<file path="src/rtl/hex_count_ctrl.sv">
`default_nettype none
// +----------------------------------------------------------------------------+
// | Module  : hex_count_ctrl                                                   |
// | Brief   : Run/pause/step sequencer with programmable tick divider and      |
// |           up/down hex count. Define HEX_CTRL_STEP_EN to enable step_in.    |
// | Revision: 1.0 - initial release                                            |
// +----------------------------------------------------------------------------+
module hex_count_ctrl #(
    parameter int PERIOD_W       = 25,
    parameter int DEFAULT_PERIOD = 12000000,
    parameter int CNT_W          = 4
) (
    input  logic                clk_in,
    input  logic                rst_n_in,
    input  logic                start_in,
    input  logic                stop_in,
    input  logic                step_in,
    input  logic                dir_in,
    input  logic [PERIOD_W-1:0] period_in,
    input  logic                period_load_in,
    output logic                period_ack_out,
    output logic                tick_out,
    output logic [CNT_W-1:0]    count_out,
    output logic                wrap_out,
    output logic [1:0]          state_out
);

    localparam logic [1:0] c_idle  = 2'b00;
    localparam logic [1:0] c_run   = 2'b01;
    localparam logic [1:0] c_pause = 2'b10;
    localparam logic [1:0] c_step  = 2'b11;

    localparam logic [PERIOD_W-1:0] c_default_period = PERIOD_W'(DEFAULT_PERIOD);
    localparam logic [PERIOD_W-1:0] c_min_period     = PERIOD_W'(2);
    localparam logic [PERIOD_W-1:0] c_period_one     = PERIOD_W'(1);
    localparam logic [PERIOD_W-1:0] c_period_zero    = '0;
    localparam logic [CNT_W-1:0]    c_cnt_one        = CNT_W'(1);
    localparam logic [CNT_W-1:0]    c_cnt_zero       = '0;
    localparam logic [CNT_W-1:0]    c_cnt_max        = '1;

    logic [1:0]          r_state_q,   w_state_d;
    logic [PERIOD_W-1:0] r_div_cnt_q, w_div_cnt_d;
    logic [PERIOD_W-1:0] r_period_q,  w_period_d;
    logic [CNT_W-1:0]    r_count_q,   w_count_d;
    logic                r_tick_q,    w_tick_d;
    logic                r_wrap_q,    w_wrap_d;
    logic                r_ack_q,     w_ack_d;

    logic                w_step_cmd;
    logic                w_idle_or_pause;
    logic                w_run_tick;
    logic                w_step_go;
    logic                w_load_ok;
    logic [PERIOD_W-1:0] w_period_clamped;

`ifdef HEX_CTRL_STEP_EN
    assign w_step_cmd = step_in;
`else
    assign w_step_cmd = step_in & 1'b0;
`endif

    assign w_idle_or_pause = (r_state_q == c_idle) || (r_state_q == c_pause);
    // A stop in the terminal-count cycle pauses before the tick can fire.
    assign w_run_tick = (r_state_q == c_run) && !stop_in &&
                        (r_div_cnt_q == (r_period_q - c_period_one));
    assign w_step_go  = w_idle_or_pause && w_step_cmd && !stop_in && !start_in;
    // Ack high blocks re-acceptance while the requester is still dropping its level.
    assign w_load_ok  = period_load_in && !r_ack_q && (w_idle_or_pause || w_run_tick);
    assign w_period_clamped = (period_in < c_min_period) ? c_min_period : period_in;

    // State and output registers
    always_ff @(posedge clk_in) begin
        if (!rst_n_in) begin
            r_state_q   <= c_idle;
            r_div_cnt_q <= c_period_zero;
            r_period_q  <= c_default_period;
            r_count_q   <= c_cnt_zero;
            r_tick_q    <= 1'b0;
            r_wrap_q    <= 1'b0;
            r_ack_q     <= 1'b0;
        end else begin
            r_state_q   <= w_state_d;
            r_div_cnt_q <= w_div_cnt_d;
            r_period_q  <= w_period_d;
            r_count_q   <= w_count_d;
            r_tick_q    <= w_tick_d;
            r_wrap_q    <= w_wrap_d;
            r_ack_q     <= w_ack_d;
        end
    end

    // Next state: stop > start > step
    always_comb begin
        w_state_d = r_state_q;
        case (r_state_q)
            c_idle: begin
                if (!stop_in) begin
                    if (start_in)        w_state_d = c_run;
                    else if (w_step_cmd) w_state_d = c_step;
                end
            end
            c_run: begin
                if (stop_in) w_state_d = c_pause;
            end
            c_pause: begin
                if (stop_in)         w_state_d = c_idle;
                else if (start_in)   w_state_d = c_run;
                else if (w_step_cmd) w_state_d = c_step;
            end
            c_step: begin
                w_state_d = c_pause;
            end
        endcase
    end

    // Divider, period, count and pulse outputs
    always_comb begin
        w_div_cnt_d = r_div_cnt_q;
        w_period_d  = r_period_q;
        w_count_d   = r_count_q;
        w_tick_d    = w_run_tick || w_step_go;
        w_wrap_d    = 1'b0;
        w_ack_d     = w_load_ok;

        case (r_state_q)
            c_idle: begin
                if (!stop_in && start_in) w_div_cnt_d = c_period_zero;
            end
            c_run: begin
                if (!stop_in) begin
                    w_div_cnt_d = w_run_tick ? c_period_zero : (r_div_cnt_q + c_period_one);
                end
            end
            c_pause: begin
                if (stop_in) begin
                    w_div_cnt_d = c_period_zero;
                    w_count_d   = c_cnt_zero;
                end
            end
            c_step: begin
                w_div_cnt_d = r_div_cnt_q;
            end
        endcase

        if (w_tick_d) begin
            if (dir_in) begin
                w_count_d = r_count_q - c_cnt_one;
                w_wrap_d  = (r_count_q == c_cnt_zero);
            end else begin
                w_count_d = r_count_q + c_cnt_one;
                w_wrap_d  = (r_count_q == c_cnt_max);
            end
        end

        if (w_load_ok) begin
            w_period_d  = w_period_clamped;
            w_div_cnt_d = c_period_zero;
        end
    end

    assign period_ack_out = r_ack_q;
    assign tick_out       = r_tick_q;
    assign count_out      = r_count_q;
    assign wrap_out       = r_wrap_q;
    assign state_out      = r_state_q;

endmodule
`default_nettype wire

</file>
<file path="config.mk">
export PLATFORM = sky130hd
export DESIGN_NAME = hex_count_ctrl
export DESIGN_NICKNAME = d
export VERILOG_FILES = /design/src/rtl/hex_count_ctrl.sv
export SDC_FILE = /design/constraint.sdc
export NUM_CORES = 1
export LEC_CHECK = 0
export ABC_AREA = 1
export CORE_MARGIN = 2
export CORE_UTILIZATION = 59
export DETAILED_ROUTE_END_ITERATION = 10
export DONT_BUFFER_PORTS = 1
export PLACE_DENSITY = 0.78
export SLEW_MARGIN = 10
export SYNTH_ARGS = -nofsm -noshare
export SYNTH_HDL_FRONTEND = slang
export SYNTH_SLANG_ARGS = --single-unit
</file>
<file path="constraint.sdc">
create_clock -name clk_in -period 2.05 [get_ports clk_in]
set_input_delay 0.41 -clock clk_in [delete_from_list [all_inputs] [get_ports clk_in]]
set_output_delay 0.41 -clock clk_in [all_outputs]
set_load 0.02 [all_outputs]
</file>
* Yosys cells after proc, flatten, opt, wreduce, memory -nomap -nowiden
Cells that the tools add are included.
** Word-level totals
- Input bits :: 32
- Register bits :: 59
- Logic and storage cells :: 58
- Output and inout bits :: 9
** Operators by class
- Mux-type cells :: 16
- Reductions and logical operators :: 18
- Bitwise operators :: 2
- Eq/ne operators :: 10
- Magnitude comparators :: 1
- Add/sub/neg operators :: 4
** Operators with widths (count)
- two-way mux 25 bit :: 5
- one-hot mux 25 bit (3 select lines) :: 1
- adder 25 x 1 -> 25 bit (second input constant) :: 1
- equality test 25 bit :: 1
- < comparator 25 x 2 -> 1 bit (second input constant) :: 1
- subtractor 25 x 1 -> 25 bit (second input constant) :: 1
- two-way mux 4 bit :: 4
- two-way mux 2 bit :: 4
- inequality test 2 bit (second input constant) :: 4
- one-hot mux 2 bit (4 select lines) :: 1
- AND reduction 2 bit :: 3
- logical AND 1 bit :: 5
- adder 4 x 1 -> 4 bit (second input constant) :: 1
- equality test 2 bit (second input constant) :: 2
- equality test 4 bit (second input constant) :: 1
- logical NOT 4 bit :: 1
- AND reduction 4 bit :: 1
- nonzero test 2 bit :: 2
- subtractor 4 x 1 -> 4 bit (second input constant) :: 1
- equality test 2 x 1 -> 1 bit (second input constant) :: 1
- logical NOT 1 bit :: 2
- logical NOT 2 bit :: 1
- logical OR 1 bit :: 2
- inequality test 2 x 1 -> 1 bit (second input constant) :: 1
- other kinds (3) :: 4

* Logic depth before layout (Yosys ltp)
Gate-level depths: netlist (run 1).
- Word-level depth :: 6
- Gate-level depth with buffers :: 19
- Depth with buffers taken out :: 18

* Least setup slack after synthesis (run 1)
No wires, ideal clock.
- Kind :: register -> register
- Start :: register r_period_q[0]
- End :: register r_div_cnt_q[0]
- Required time :: 1.934 ns
- Path buffers :: 2
- Clock period less this slack :: 2.216 ns
- Path slack :: -0.166 ns
- Data arrival time :: 2.100 ns
- Stages on the path, launching flop included :: 18
- Cell sequence :: dfxtp_1 > inv_1 > ha_1 > nand2_2 > nor2_4 > buf_6 > nand3b_1 > nand2_1 > nand2_1 > nor2_1 > nand2_1 > nor2_4 > nand3_4 > nand2_4 > nand2_8 > nand2_8 > buf_12 > nor2_1
** On the way
- Cells in the longest elaborated chain, start to end :: 6
** Ends and longest elaborated chain
- from (decl) :: line 43 : logic [PERIOD_W-1:0] r_period_q, w_period_d;
- from (signal assigned) :: line 76 : r_period_q <= c_default_period;
- from (signal assigned) :: line 84 : r_period_q <= w_period_d;
- subtractor 25 x 1 -> 25 bit (*) :: line 65 : (r_div_cnt_q == (r_period_q - c_period_one));
- equality test 25 bit (*) :: line 65
- logical AND 1 bit (*) :: line 64 : assign w_run_tick = (r_state_q == c_run) && !stop_in &&
- two-way mux 25 bit / logical OR 1 bit (equally long branches) :: line 131, 68
- two-way mux 25 bit / logical AND 1 bit (equally long branches) :: line 130, 68
- one-hot mux 25 bit (3 select lines) / OR reduction 2 bit (equally long branches)
- to (signal assigned) :: line 75 : r_div_cnt_q <= c_period_zero;
- to (signal assigned) :: line 83 : r_div_cnt_q <= w_div_cnt_d;
- to (decl) :: line 42 : logic [PERIOD_W-1:0] r_div_cnt_q, w_div_cnt_d;
Every way passes the cells marked *; elsewhere a longest branch is shown, timed or not. The select of a mux whose other input is x is not followed.
A chain may end at the register's enable or synchronous reset.

* Final worst setup path (run 1)
- Start :: register r_period_q[0]
- End :: register r_period_q[2]
** On the way
- Cells in the longest elaborated chain, start to end :: 5
** Ends and longest elaborated chain
- subtractor 25 x 1 -> 25 bit :: line 65
- equality test 25 bit :: line 65
- logical AND 1 bit :: line 64
- logical OR 1 bit :: line 68 : assign w_load_ok = period_load_in && !r_ack_q && (w_idle_or_pause || w_run_tick);
- logical AND 1 bit :: line 68
Every way passes these cells.

==> out/metrics.json, run 1 <==
{
  "vias": 5475,
  "crit_chain": "inv_4 -> ha_4 -> nand2_4 -> nor2_4 -> nand2_2 -> o21ai_2 -> nand2_1 -> nand2_2 -> nand2_2 -> nor2_4 -> nand3_4 -> nand2_4 -> nand2_8 -> buf_2 -> nand3_1 -> nand2_1",
  "worst-endpoint-required_ns": 2.28,
  "synth_top_family_by_area": "simple AND/OR/NAND/NOR gates",
  "synth-compound-area-share": 0.0618,
  "start_util": 0.610,
  "final.min_clock_period_ns": 2.37,
  "fp-row-count": 32,
  "detailedPlacementHpwl_um": 10000,
  "drt_iter0_markers": 431,
  "timing.critical_path.mode_cell": "sky130_fd_sc_hd__nand2_2",
  "finalNetCount": 896,
  "synth_async_sr_flop_share": 0,
  "insertedDiodeCount": 0,
  "floorplan.core_area_sq_um": 7770,
  "synth.mux.area_fraction": 0,
  "synth.cell_area_sq_um": 4740,
  "worst-endpoint-arrival_ns": 2.60,
  "groute.usage.overall": 0.315,
  "synth_enable_flop_cells": 0,
  "grt_first_pass_wirelength_um": 21900,
  "netlist-cell-type-count": 38,
  "simple_gate_portion_of_the_synthesized_area": 0.487,
  "worstHoldPathType": "in2reg",
  "grt_start_max_net_pins": 47,
  "grt.overflow.total": 0,
  "register_bit_total_from_synthesis": 59,
  "synth_xor_xnor_area_share": 0.0776,
  "r2r-start": "r_period_q[0]",
  "post_cts_hold_buffer_count": 0,
  "powerDensity_nw_per_um2": 502,
  "run_status": "finished, violations left",
  "post_synth_main_area_contributors": "sky130_fd_sc_hd__dfxtp_1 25%, sky130_fd_sc_hd__nand2_1 19%, sky130_fd_sc_hd__nand3_1 9.1%, sky130_fd_sc_hd__inv_1 6.5%, sky130_fd_sc_hd__nor2_1 6.0%",
  "criticalPathCategory": "reg2reg",
  "detailedPlace.worstSlack_ns": -0.307,
  "drc": 0,
  "crit_path_top_delay_cell": "sky130_fd_sc_hd__dfxtp_2",
  "pin_count": 41,
  "synth.yosys.warnings": 0,
  "fin_skew_ns": 0.0104,
  "synth_adder_area_share": 0.0148,
  "grt_setup_unrepaired": "true",
  "antenna_found_initial": 0,
  "place.gp.congestion": 0.979,
  "layout-area-overhead-vs-synth_pct": 27.6,
  "yosysTopAreaCell": "sky130_fd_sc_hd__dfxtp_1",
  "r2r_setup_slack_ns": -0.32,
  "clk-insertion-delay-late_ns": 0.34,
  "io_buffers": 0,
  "syn_avg_cell_area_sq_um": 6.20,
  "violated_checks": "setup timing",
  "worst_hold_path.num_cells": 1,
  "min_delay_worst_endpoint": "state_out[0]",
  "post_synth_inst_count": 764,
  "layout.cells.non_filler": 965,
  "tightestPinTransition_ns": 0.359,
  "drive_gt1_frac": 0.273,
  "synth_flop_cell": "sky130_fd_sc_hd__dfxtp_1",
  "cts-buffers-inserted": 9,
  "wl_per_cell_um": 15.3,
  "die_height_um": 93.6,
  "drv_slew": 0,
  "path_clk_slew_ns": 0.07,
  "design.die.area_sq_um": 8770,
  "whs_ns": 0.146,
  "critPathMaxStageDelay_ns": 0.34,
  "drt-total-wl_um": 14800,
  "ys_seq_area_frac": 0.249,
  "clock_sink_count": 59,
  "post-route-worst-setup-slack_ns": -0.318,
  "drt-vias-per-instance": 5.67,
  "critPathMaxFanout": 6,
  "relSlewSlack": 0.754,
  "drt_pass1_iterations": 5,
  "via_count_of_the_first_global_routing_pass": 4934,
  "fin_total_pwr_mw": 3.04,
  "cellLeakagePower_nw": 2.71,
  "clockRootBuffer": "sky130_fd_sc_hd__clkbuf_8",
  "synth_nets": 801,
  "final.period_utilization": 1.16,
  "finalHoldViolCount": 0,
  "setup.worst_path.start_class": "flop",
  "timing.final.setup_violations": 57,
  "max_clock_freq_ghz": 0.422,
  "netlist.area_leader.share": 0.249,
  "maxCapViolCount": 0,
  "dp.cells": 936,
  "h-tree-depth": 3,
  "cts_tree": "built",
  "r2r_cells": 16,
  "hold_path.startpoint": "stop_in",
  "worst_setup_path_end_kind": "flop",
  "route.antenna.remaining_nets": 0,
  "die_x_um": 93.6,
  "clk_path_buf_depth": 2,
  "max-vdd-ir-drop_uv": 457,
  "critical_path.reg2reg.endpoint": "r_period_q[2]"
}
==> layer usage <==
metal / track usage / wire (um) / vias up
met5: 0 / 0 / -
met4: 0.112 / 410 / 0
met3: 0.0588 / 1190 / 44
met2: 0.532 / 7080 / 263
met1: 0.400 / 6110 / 2517
li1: - / - / 2651
==> critical path, delay by kind of cell (launching register included) <==
kind                     cells  cell delay (ns)
AND/OR/NAND/NOR             12             1.31
flip-flops                   1             0.34
buffers and inverters        2             0.25
adder cells (fa/ha/maj)      1             0.18
AO/OA/AOI/OAI                1             0.17
==> flip-flops by register name (all words and copies together) (netlist names) <==
name and flops:
r_period_q 25, period_ack_out 1, state_out 2, tick_out 1, wrap_out 1, count_out 4, r_div_cnt_q 25
==> what timing repair did <==
action,in CTS,in global routing
setup endpoints to repair,56,57
setup buffers,3,9
pin swaps,10,26
gates cloned,0,3
endpoints found under the hold margin,0,0
gates resized for setup,20,59
==> synth_stat cells, types with 2 or more instances <==
library cell               count
sky130_fd_sc_hd__nand2_2       4
sky130_fd_sc_hd__nand2_1     240
sky130_fd_sc_hd__nand4_1      31
sky130_fd_sc_hd__buf_12        2
sky130_fd_sc_hd__a21oi_1      14
sky130_fd_sc_hd__ha_1          4
sky130_fd_sc_hd__buf_6         5
sky130_fd_sc_hd__nand3_1      86
sky130_fd_sc_hd__nor2_4        8
sky130_fd_sc_hd__nor2_1       76
sky130_fd_sc_hd__nand3b_1     16
sky130_fd_sc_hd__inv_1        82
sky130_fd_sc_hd__nand2_8       2
sky130_fd_sc_hd__nor4_1       10
sky130_fd_sc_hd__buf_4         2
sky130_fd_sc_hd__xor2_1       24
sky130_fd_sc_hd__buf_2         5
sky130_fd_sc_hd__nor2_2       11
sky130_fd_sc_hd__nor3_1       10
sky130_fd_sc_hd__xnor2_1      18
sky130_fd_sc_hd__dfxtp_1      59
sky130_fd_sc_hd__o21ai_0       6
sky130_fd_sc_hd__clkbuf_1     18
sky130_fd_sc_hd__a21oi_2      15
sky130_fd_sc_hd__o21ai_1       3
==> worst max-delay path by stage <==
stage,start,end,slack [ns],cells after the start
2_1_floorplan,r_period_q[0],r_div_cnt_q[0],-0.008,17
3_3_place_gp,r_period_q[1],r_div_cnt_q[4],-0.22,16
3_5_place_dp,r_period_q[1],r_div_cnt_q[5],-0.31,14
4_1_cts,r_period_q[1],r_period_q[12],-0.18,18
5_1_grt,r_period_q[0],r_period_q[2],-0.45,16
6_report,r_period_q[0],r_period_q[2],-0.32,16
==> kinds of logic (layout without fill, tap and decap cells) <==
| family | Yosys count | after routing |
|---|---|---|
| adder cells (fa/ha/maj) | 5 | 5 |
| buffers and inverters | 116 | 213 |
| AO/OA/AOI/OAI | 44 | 44 |
| XOR/XNOR | 42 | 42 |
| flip-flops | 59 | 59 |
| AND/OR/NAND/NOR | 498 | 500 |
==> placed cells by master, fill, tap and decap left out, drive strengths merged <==
master   count
o21bai       1
xnor2       18
nand3b      16
fa           1
o21ai       10
nor2        95
clkinv       4
dfxtp       59
a21oi       29
a22oi        1
ha           4
a211oi       1
a2111oi      1
nand2      249
nand4       31
buf        115
or2          2
xor2        24
nand3       87
nor4        10
clkbuf      12
inv         82
a31oi        1
nor3        10
==> stage by stage <==
step / area (sq um) / util / TNS [ns]
3_5_place_dp: 5520 / 0.711 / -14.69
5_1_grt: 6050 / 0.779 / -21.87
6_report: 6050 / 0.779 / -15.10
2_1_floorplan: 4790 / - / -0.0538
4_1_cts: 5760 / 0.741 / -8.24
3_3_place_gp: 5520 / 0.711 / -10.43
==> cell type report <==
class                      count  area [sq um]
fill                         571          1720
sequential                    59          1200
inverter                      83           317
timing repair buffer         115           941
clock inverter                 3          15.0
clock buffer                  12           145
tap                          102           128
multi-input combinational    591          3300
==> power by group <==
group / internal [mW] / switching, mW / total (mW)
Clock: 0.460 / 0.471 / 0.930
Combinational: 0.379 / 0.481 / 0.861
Sequential: 1.19 / 0.0604 / 1.25
No activity file was read; power rests on OpenSTA's default activity.
==> run 2, diff against run 1 <==
--- a/config.mk
+++ b/config.mk
@@ -8,6 +8,7 @@
 export ABC_AREA = 1
 export CORE_MARGIN = 2
 export CORE_UTILIZATION = 59
+export CTS_CLUSTER_DIAMETER = 120
 export DETAILED_ROUTE_END_ITERATION = 10
 export DONT_BUFFER_PORTS = 1
 export PLACE_DENSITY = 0.78
==> results of run 2 <==
The final DEF is identical to that of run 1; final timing and power are the same.
